===== src/rtl/conv3x3_engine.sv =====
// Streaming 3x3 convolution between two block-RAM ports: one scan position per clock,
// runtime taps, valid/same padding, arithmetic scaling and optional 0..255 clamping.
module conv3x3_engine #(
   parameter int          IMG_WIDTH  = 18,
   parameter int          IMG_HEIGHT = 18,
   parameter logic [31:0] IN_BASE    = 32'h0000_0000,
   parameter logic [31:0] OUT_BASE   = 32'h0000_0000
) (
   input  logic        clk,
   input  logic        rst_n,
   input  logic        start,
   input  logic [71:0] coef,
   input  logic [3:0]  shift,
   input  logic        sat_en,
   input  logic        same_mode,
   output logic        done,
   output logic        bram0_en,
   output logic [31:0] bram0_addr,
   input  logic [31:0] bram0_dout,
   output logic [3:0]  bram1_we,
   output logic [31:0] bram1_addr,
   output logic [31:0] bram1_din
);

   localparam int CW = $clog2(IMG_WIDTH + 1);
   localparam int RW = $clog2(IMG_HEIGHT + 1);
   localparam logic [CW-1:0] W_C  = CW'(IMG_WIDTH);
   localparam logic [CW-1:0] W_M1 = CW'(IMG_WIDTH - 1);
   localparam logic [RW-1:0] H_C  = RW'(IMG_HEIGHT);
   localparam logic [RW-1:0] H_M1 = RW'(IMG_HEIGHT - 1);

   typedef enum logic [1:0] {S_IDLE, S_SCAN, S_DRAIN, S_DONE} state_t;

   state_t        state_q;
   logic [RW-1:0] i_q;
   logic [CW-1:0] j_q;
   logic [1:0]    drain_q;
   logic [71:0]   coef_q;
   logic [3:0]    shift_q;
   logic          sat_q;
   logic          same_q;
   logic          bram0_en_q;
   logic [31:0]   bram0_addr_q;
   logic          done_q;

   logic [RW-1:0] i_last_d, i_nxt_d;
   logic [CW-1:0] j_last_d, j_nxt_d;
   logic          scan_end_d, nxt_img_d, out_d;

   logic          v1_q, img1_q, out1_q, up1_ok_q, up2_ok_q, lmask1_q;
   logic [CW-1:0] j1_q;
   logic [7:0]    pix_d, up1_d, up2_d;
   logic [7:0]    lb0_q [0:IMG_WIDTH];
   logic [7:0]    lb1_q [0:IMG_WIDTH];
   logic [7:0]    win_q [0:8];
   logic          v2_q, lmask2_q;

   logic [20:0]        sum_d;
   logic signed [20:0] shr_d;
   logic [31:0]        res_d;

   logic [3:0]    bram1_we_q;
   logic [31:0]   bram1_addr_q;
   logic [31:0]   bram1_din_q;
   logic [29:0]   n_q;

   logic          unused_dout_s;
   assign unused_dout_s = ^bram0_dout[31:8];

   // Raster stepping over the virtual grid; same mode adds one padding row and column.
   always_comb begin
      i_last_d = same_q ? H_C : H_M1;
      j_last_d = same_q ? W_C : W_M1;
      if (j_q == j_last_d) begin
         j_nxt_d = {CW{1'b0}};
         i_nxt_d = i_q + RW'(1);
      end else begin
         j_nxt_d = j_q + CW'(1);
         i_nxt_d = i_q;
      end
      scan_end_d = (i_q == i_last_d) && (j_q == j_last_d);
      nxt_img_d  = (i_nxt_d < H_C) && (j_nxt_d < W_C);
      if (same_q) begin
         out_d = (i_q >= RW'(1)) && (j_q >= CW'(1));
      end else begin
         out_d = (i_q >= RW'(2)) && (j_q >= CW'(2));
      end
   end

   // Control FSM: config capture, scan counters, read port and done pulse.
   always_ff @(posedge clk or negedge rst_n) begin
      if (!rst_n) begin
         state_q      <= S_IDLE;
         i_q          <= {RW{1'b0}};
         j_q          <= {CW{1'b0}};
         drain_q      <= 2'd0;
         coef_q       <= 72'd0;
         shift_q      <= 4'd0;
         sat_q        <= 1'b0;
         same_q       <= 1'b0;
         bram0_en_q   <= 1'b0;
         bram0_addr_q <= 32'd0;
         done_q       <= 1'b0;
      end else begin
         case (state_q)
            S_IDLE: begin
               done_q <= 1'b0;
               if (start) begin
                  coef_q       <= coef;
                  shift_q      <= shift;
                  sat_q        <= sat_en;
                  same_q       <= same_mode;
                  i_q          <= {RW{1'b0}};
                  j_q          <= {CW{1'b0}};
                  drain_q      <= 2'd0;
                  bram0_en_q   <= 1'b1;
                  bram0_addr_q <= IN_BASE;
                  state_q      <= S_SCAN;
               end else begin
                  bram0_en_q <= 1'b0;
               end
            end
            S_SCAN: begin
               if (scan_end_d) begin
                  bram0_en_q <= 1'b0;
                  drain_q    <= 2'd0;
                  state_q    <= S_DRAIN;
               end else begin
                  i_q        <= i_nxt_d;
                  j_q        <= j_nxt_d;
                  bram0_en_q <= nxt_img_d;
                  // In-image reads are consecutive pixels, so the address just steps.
                  if (nxt_img_d) begin
                     bram0_addr_q <= bram0_addr_q + 32'd4;
                  end
               end
            end
            S_DRAIN: begin
               bram0_en_q <= 1'b0;
               if (drain_q == 2'd2) begin
                  done_q  <= 1'b1;
                  state_q <= S_DONE;
               end else begin
                  drain_q <= drain_q + 2'd1;
               end
            end
            S_DONE: begin
               done_q  <= 1'b0;
               state_q <= S_IDLE;
            end
            default: begin
               done_q     <= 1'b0;
               bram0_en_q <= 1'b0;
               state_q    <= S_IDLE;
            end
         endcase
      end
   end

   // Stage 1: remember what the read in flight means for the window update.
   always_ff @(posedge clk or negedge rst_n) begin
      if (!rst_n) begin
         v1_q     <= 1'b0;
         img1_q   <= 1'b0;
         out1_q   <= 1'b0;
         up1_ok_q <= 1'b0;
         up2_ok_q <= 1'b0;
         lmask1_q <= 1'b0;
         j1_q     <= {CW{1'b0}};
      end else begin
         v1_q     <= (state_q == S_SCAN);
         img1_q   <= (state_q == S_SCAN) && bram0_en_q;
         out1_q   <= (state_q == S_SCAN) && out_d;
         up1_ok_q <= (i_q >= RW'(1));
         up2_ok_q <= (i_q >= RW'(2));
         lmask1_q <= (j_q == CW'(1));
         j1_q     <= j_q;
      end
   end

   // New window column: rows above come from the line buffers, masked above the image.
   always_comb begin
      pix_d = img1_q   ? bram0_dout[7:0] : 8'd0;
      up1_d = up1_ok_q ? lb0_q[j1_q]     : 8'd0;
      up2_d = up2_ok_q ? lb1_q[j1_q]     : 8'd0;
   end

   // Stage 2: line buffers and the 3x3 window, oldest column on the left.
   always_ff @(posedge clk or negedge rst_n) begin
      if (!rst_n) begin
         for (int k = 0; k <= IMG_WIDTH; k++) begin
            lb0_q[k] <= 8'd0;
            lb1_q[k] <= 8'd0;
         end
         for (int k = 0; k < 9; k++) begin
            win_q[k] <= 8'd0;
         end
         v2_q     <= 1'b0;
         lmask2_q <= 1'b0;
      end else begin
         if (v1_q) begin
            lb1_q[j1_q] <= lb0_q[j1_q];
            lb0_q[j1_q] <= pix_d;
            for (int r = 0; r < 3; r++) begin
               win_q[3*r]   <= win_q[3*r+1];
               win_q[3*r+1] <= win_q[3*r+2];
            end
            win_q[2] <= up2_d;
            win_q[5] <= up1_d;
            win_q[8] <= pix_d;
         end
         v2_q     <= out1_q;
         lmask2_q <= lmask1_q;
      end
   end

   // MAC, shift and clamp; at column 1 the left window column is left of the image.
   always_comb begin
      sum_d = 21'd0;
      for (int k = 0; k < 9; k++) begin
         sum_d = sum_d + ((lmask2_q && ((k % 3) == 0)) ? 21'd0 :
                 ({{13{coef_q[8*k+7]}}, coef_q[8*k +: 8]} * {13'd0, win_q[k]}));
      end
      shr_d = $signed(sum_d) >>> shift_q;
      if (!sat_q) begin
         res_d = {{11{shr_d[20]}}, shr_d};
      end else if (shr_d[20]) begin
         res_d = 32'd0;
      end else if (shr_d > 21'sd255) begin
         res_d = 32'd255;
      end else begin
         res_d = {24'd0, shr_d[7:0]};
      end
   end

   // Stage 3: registered write port and output index.
   always_ff @(posedge clk or negedge rst_n) begin
      if (!rst_n) begin
         bram1_we_q   <= 4'h0;
         bram1_addr_q <= 32'd0;
         bram1_din_q  <= 32'd0;
         n_q          <= 30'd0;
      end else begin
         if ((state_q == S_IDLE) && start) begin
            n_q <= 30'd0;
         end else if (v2_q) begin
            n_q <= n_q + 30'd1;
         end
         bram1_we_q <= v2_q ? 4'hF : 4'h0;
         if (v2_q) begin
            bram1_addr_q <= OUT_BASE + {n_q, 2'b00};
            bram1_din_q  <= res_d;
         end
      end
   end

   assign done       = done_q;
   assign bram0_en   = bram0_en_q;
   assign bram0_addr = bram0_addr_q;
   assign bram1_we   = bram1_we_q;
   assign bram1_addr = bram1_addr_q;
   assign bram1_din  = bram1_din_q;

endmodule


===== config.mk =====
export PLATFORM = sky130hd
export DESIGN_NAME = conv3x3_engine
export DESIGN_NICKNAME = d
export VERILOG_FILES = /design/src/rtl/conv3x3_engine.sv
export SDC_FILE = /design/constraint.sdc
export NUM_CORES = 2
export LEC_CHECK = 0
export CORE_MARGIN = 2
export CORE_UTILIZATION = 55
export DETAILED_ROUTE_END_ITERATION = 16
export PLACE_DENSITY = 0.75
export SLEW_MARGIN = 20
export SYNTH_ARGS = -nofsm -noshare
export SYNTH_HDL_FRONTEND = slang
export SYNTH_SLANG_ARGS = --single-unit

===== constraint.sdc =====
create_clock -name clk -period 24.8 [get_ports clk]
set_input_delay 2.48 -clock clk [delete_from_list [all_inputs] [get_ports clk]]
set_output_delay 2.48 -clock clk [all_outputs]
set_load 0.05 [all_outputs]

## Word level (Yosys, flattened, before mapping)

Index checks and enable logic that the tools add are counted.

| word-level totals | value |
|---|---|
| ROM bits | 0 |
| input bits | 113 |
| bits in registers | 611 |
| memory bits (writable) | 0 |
| memories kept | 0 |
| latch bits | 0 |
| logic and storage cells | 185 |
| output and inout bits | 102 |

| cells by class | value |
|---|---|
| reductions and logical operators | 20 |
| add/sub/neg operators | 13 |
| multipliers | 9 |
| bitwise operators | 1 |
| eq/ne operators | 13 |
| magnitude comparators | 9 |
| mux-type cells | 48 |
| divide/modulo/power cells | 0 |
| shift-type cells | 1 |

Operators with widths:

| kind | number |
|---|---|
| $bwmux 152 | 2 |
| $add 21x21->21 | 8 |
| $mul 8x9->17 | 9 |
| $mux 32 | 4 |
| $bmux 8 s5 | 2 |
| $mux 8 | 10 |
| $pmux 32 s2 | 1 |
| $mux 21 | 3 |
| $mux 30 | 2 |
| $demux 8 s5 | 1 |
| $add 32x3->32 const B | 1 |
| $add 30x1->30 const B | 1 |
| $mux 5 | 5 |
| $gt 21x9->1 const B | 1 |
| $sshr 21x4->21 | 1 |
| $pmux 5 s2 | 2 |
| $mux 2 | 7 |
| $ne 2x2->1 const B | 6 |
| $add 5x1->5 const B | 2 |
| $eq 5x5->1 | 2 |
| $ge 5x1->1 const B | 2 |
| $ge 5x2->1 const B | 2 |
| $lt 5x5->1 const B | 2 |
| $logic_and 1x1->1 | 8 |
| other kinds (20) | 30 |

## Logic depth before layout (Yosys ltp)

| logic depth | value |
|---|---|
| depth after elaboration | 15 |
| depth in mapped cells | 41 |
| gate-level depth less buffers | 39 |

## Worst setup path before layout

OpenSTA, ideal clock, no wires.

| timing | value |
|---|---|
| path type | reg2reg |
| from | reg coef_q[50] |
| to | reg bram1_din_q[0], in the netlist bram1_din[0] |
| slack | 14.997 ns |
| arrival | 9.659 ns |
| clock period less this slack | 9.803 ns |
| setup time | 0.144 ns |
| stages on the path, launching flop included | 37 |
| cell sequence | dfrtp_1 > clkbuf_1 > and2_1 > fa_1 > inv_1 > fa_1 > fa_1 > fa_1 > inv_1 > ha_1 > a21oi_1 > o21bai_1 > a21oi_1 > o21bai_1 > a21oi_1 > o21bai_1 > a2111oi_0 > nor3_1 > or3b_2 > fa_1 > fa_1 > inv_1 > fa_1 > inv_1 > fa_1 > inv_1 > ha_1 > clkbuf_1 > a21oi_1 > o21ai_0 > or4_1 > a21oi_1 > o32ai_1 > or4_1 > a31o_2 > nor4_2 > o21ai_0 |

| on the way | value |
|---|---|
| longest elaborated chain between the ends | 10 |

RTL lines:

| element | line | text |
|---|---|---|
| start, declared | 38 | `logic [71:0] coef_q;` |
| start signal, assigned | 109 | `coef_q <= coef;` |
| $mul 8x9->17 * | 222 | `({{13{coef_q[8*k+7]}}, coef_q[8*k +: 8]} * {13'd0, win_q[k]}));` |
| $mux 21 * | 221 | `sum_d = sum_d + ((lmask2_q && ((k % 3) == 0)) ? 21'd0 :` |
| $add 21x21->21 * (3 in series) | 221 |  |
| $sshr 21x4->21 * | 224 | `shr_d = $signed(sum_d) >>> shift_q;` |
| $gt 21x9->1 | 229 | `end else if (shr_d > 21'sd255) begin` |
| $mux 8 | 229 |  |
| $mux 8 | 227 | `end else if (shr_d[20]) begin` |
| $mux 32 * | 225 | `if (!sat_q) begin` |
| end signal, assigned | 252 | `bram1_din_q <= res_d;` |
| end, declared | 64 | `logic [31:0] bram1_din_q;` |

Mark *: on every way between the ends. The rest lies on a longest branch, timed or not.
A chain may end at the register's enable or synchronous reset.

## Worst setup path in the final report

| timing | value |
|---|---|
| from | reg coef_q[50] |
| to | reg bram1_din_q[4], in the netlist bram1_din[4] |

The elaborated chain is that of the path after synthesis.

==> out/metrics.yaml <==
outcome: "completed"
synth-seq-cells: 595
grt_pass1_wl_mm: 200
grt_usage: 0.267
post-route-period-util: 0.460
gp_congestion: 0.967
worst_hold_path.num_cells: 0
end_kind: "flop"
tightest_slew_ps: 1030
synth_edf_count: 0
worst_hold_path.endpoint: "v2_q"
drv_slew: 0
met2_length_mm: 56.7
finalSetupViolations: 0
htreeDepth: 3
drtIter0Drc: 2679
die_x_microns: 305
maxCapViolations: 0
dieArea_sq_mm: 0.0929
stdcell_count: 6529
path_clk_slew_ps: 50
hold_class: "reg2reg"
finalHoldViolations: 0
core_sq_mm: 0.0899
cts_buffers: 70
ant_nets: 0
cts_setup_buffers: 0
utilization: 0.610
slowest_stage: "a2111oi_0"
top_level_ports: 215
hp-start: "out1_q"
holdBufCountCts: 0
routedWlPerCell_microns: 18.2
critical_path_class: "reg2reg"
routed_wl_mm: 119
avgViaCountPerCell: 5.57
num_antenna_cells: 0
finalSetupTns_ps: 0
synth-async-reset-ratio: 1.00
cp_max_fo: 9
cts.path.max_buffers: 3
rsz0062_at_grt: "no"
dr_wl_met3_mm: 6.22
synth_area_sq_mm: 0.0498
slowest_delay_ps: 690
crit_arrival_ps: 11870
routed-via-count: 36400
ff2ff_setup_slack_ps: 13390
io_buffers: 186
hpwl_mm: 88.2
cts_root_buffer: "clkbuf_16"
required_ps: 25260
skew_ps: 44.0
wl_met1_mm: 51.4
clock-sinks: 595
grt_max_degree: 160
yosys_most_used_dff: "dfrtp_1"
r2r_start: "coef_q[50]"
nets: 6290
antenna_found_initial: 1
cp_top_family: "adder cells"
clock_latency_ps: 640
areaGrowthSynthToFinish_pct: 10.2
top_layer_used: "met5"
r2r_cells: 35
seq_area_frac_synth: 0.299
netlist_instances: 5272
min_period_ps: 11410
relSlewSlack: 0.313
avgSynthCellArea_sq_um: 9.44
pre_cts_slack_ps: 13470
die-height_microns: 305
cp_num_buf_inv: 5
cts_resized: 0
cpMostUsedCell: "fa_1"
placementRows: 110
synth_cell_types: 77
tritoncts: "built"
rr_endpoint: "bram1_din[4]"
maxClockFrequency_ghz: 0.0877
grt_overflow: 0
initial_core_util: 0.554
drc: 0
grt_pass1_vias: 38200
first_pass_iters: 6
dp_cells: 6405
yosysWarnings: 0
drive_gt1_frac: 0.0652
cp-start-kind: "flop"
fin_ws_ps: 13390
[cells in the mapped netlist, types with 16 or more instances]
cell type,instances,area share
a21o_1,27,0.0041
a21oi_1,146,0.015
and2_1,304,0.038
buf_1,22,0.0017
buf_4,18,0.0027
clkbuf_1,224,0.017
dfrtp_1,595,0.30
fa_1,455,0.18
ha_1,421,0.11
inv_1,780,0.059
mux2_2,82,0.019
mux2i_1,49,0.0099
mux4_2,78,0.035
nand2_1,875,0.066
nand2b_1,37,0.0047
nand3_1,45,0.0045
nand4_1,16,0.0020
nor2_1,160,0.012
nor2b_1,24,0.0030
nor3_1,38,0.0038
o21ai_0,433,0.044
o21bai_1,42,0.0063
o22ai_1,27,0.0034
or3_1,29,0.0036
xnor2_1,100,0.018
xor2_1,60,0.011
[metal layers]
layer  vias up  global-route usage
met1     18200               0.358
met4         2               0.100
met2       987               0.442
li1      17000                   -
met5         -                   0
met3       243              0.0375
[worst max path at each step]
stage,startpoint,to,slack [ps],cells past startpoint
after global routing,coef_q[50],bram1_din[6],12720,35
after global placement,coef_q[50],bram1_din[3],13830,35
after detailed placement,coef_q[50],bram1_din[4],13470,35
after CTS,coef_q[50],bram1_din[4],13470,35
after floorplan,coef_q[50],bram1_din[0],15000,36
final,coef_q[50],bram1_din[4],13390,35
[cell type report]
cell class	count	area (sq um)
clock inverters	23	433
multi-input cells	3627	30900
inverters	784	2940
repair buffers	223	2160
flip-flops and latches	595	14900
well taps	1176	1470
fillers	7486	35000
clock buffers	101	2050
[layout by cell type (no fill, tap or decap), types with 9 or more instances in the layout]
| master | netlist | routed |
|---|---|---|
| a21oi_1 | 146 | 146 |
| and2_1 | 304 | 303 |
| clkbuf_16 | 0 | 71 |
| o21bai_1 | 42 | 42 |
| ha_1 | 421 | 421 |
| a21o_1 | 27 | 27 |
| buf_4 | 18 | 36 |
| and3_1 | 13 | 13 |
| o21a_1 | 13 | 13 |
| mux2_2 | 82 | 82 |
| o211ai_1 | 12 | 12 |
| or3_1 | 29 | 29 |
| nand3_1 | 45 | 45 |
| nor2_1 | 160 | 159 |
| a22oi_1 | 9 | 9 |
| mux4_2 | 78 | 78 |
| clkbuf_1 | 224 | 14 |
| clkbuf_8 | 0 | 16 |
| a2111oi_0 | 10 | 10 |
| fa_1 | 455 | 455 |
| nand2_2 | 1 | 9 |
| or2_2 | 12 | 12 |
| nand2b_1 | 37 | 37 |
| xor2_1 | 60 | 60 |
| nor3_1 | 38 | 38 |
| nand4_1 | 16 | 16 |
| inv_1 | 780 | 780 |
| o21ai_0 | 433 | 425 |
| mux2i_1 | 49 | 49 |
| a211oi_1 | 10 | 10 |
| nand2_1 | 875 | 867 |
| dfrtp_1 | 595 | 591 |
| o22ai_1 | 27 | 27 |
| xnor2_1 | 100 | 100 |
| nor2b_1 | 24 | 24 |
| clkdlybuf4s50_1 | 0 | 185 |
[metrics by stage]
step | cell area (sq um) | hold slack (ps)
after floorplan | 49800 | 331
after CTS | 54800 | 354
after global placement | 52300 | 335
after detailed placement | 52300 | 342
final | 54800 | 353
after global routing | 54800 | 367
[sequential cells by signal (all words and copies together), names as in the netlist, 21 cells and up]
name	cells
bram0_addr	30
n_q	30
bram1_addr	30
lb1_q	152
win_q	72
lb0_q	152
coef_q	72
bram1_din	21
[cell families (layout without fill, tap and decap cells)]
logic type,count (synthesis),in the layout,share of synthesized area
flip-flops,595,595,0.299
AND/OR/NAND/NOR,1580,1580,0.146
buffers and inverters,1053,1131,0.0812
multiplexers,210,210,0.0640
AO/OA/AOI/OAI,797,797,0.0928
adder cells (fa/ha/maj),876,876,0.289
other,1,4,0.0000754
XOR/XNOR,160,160,0.0282
Power is not shown: default switching activity piles up to over one toggle a cycle in this logic, so the estimate is an artifact.
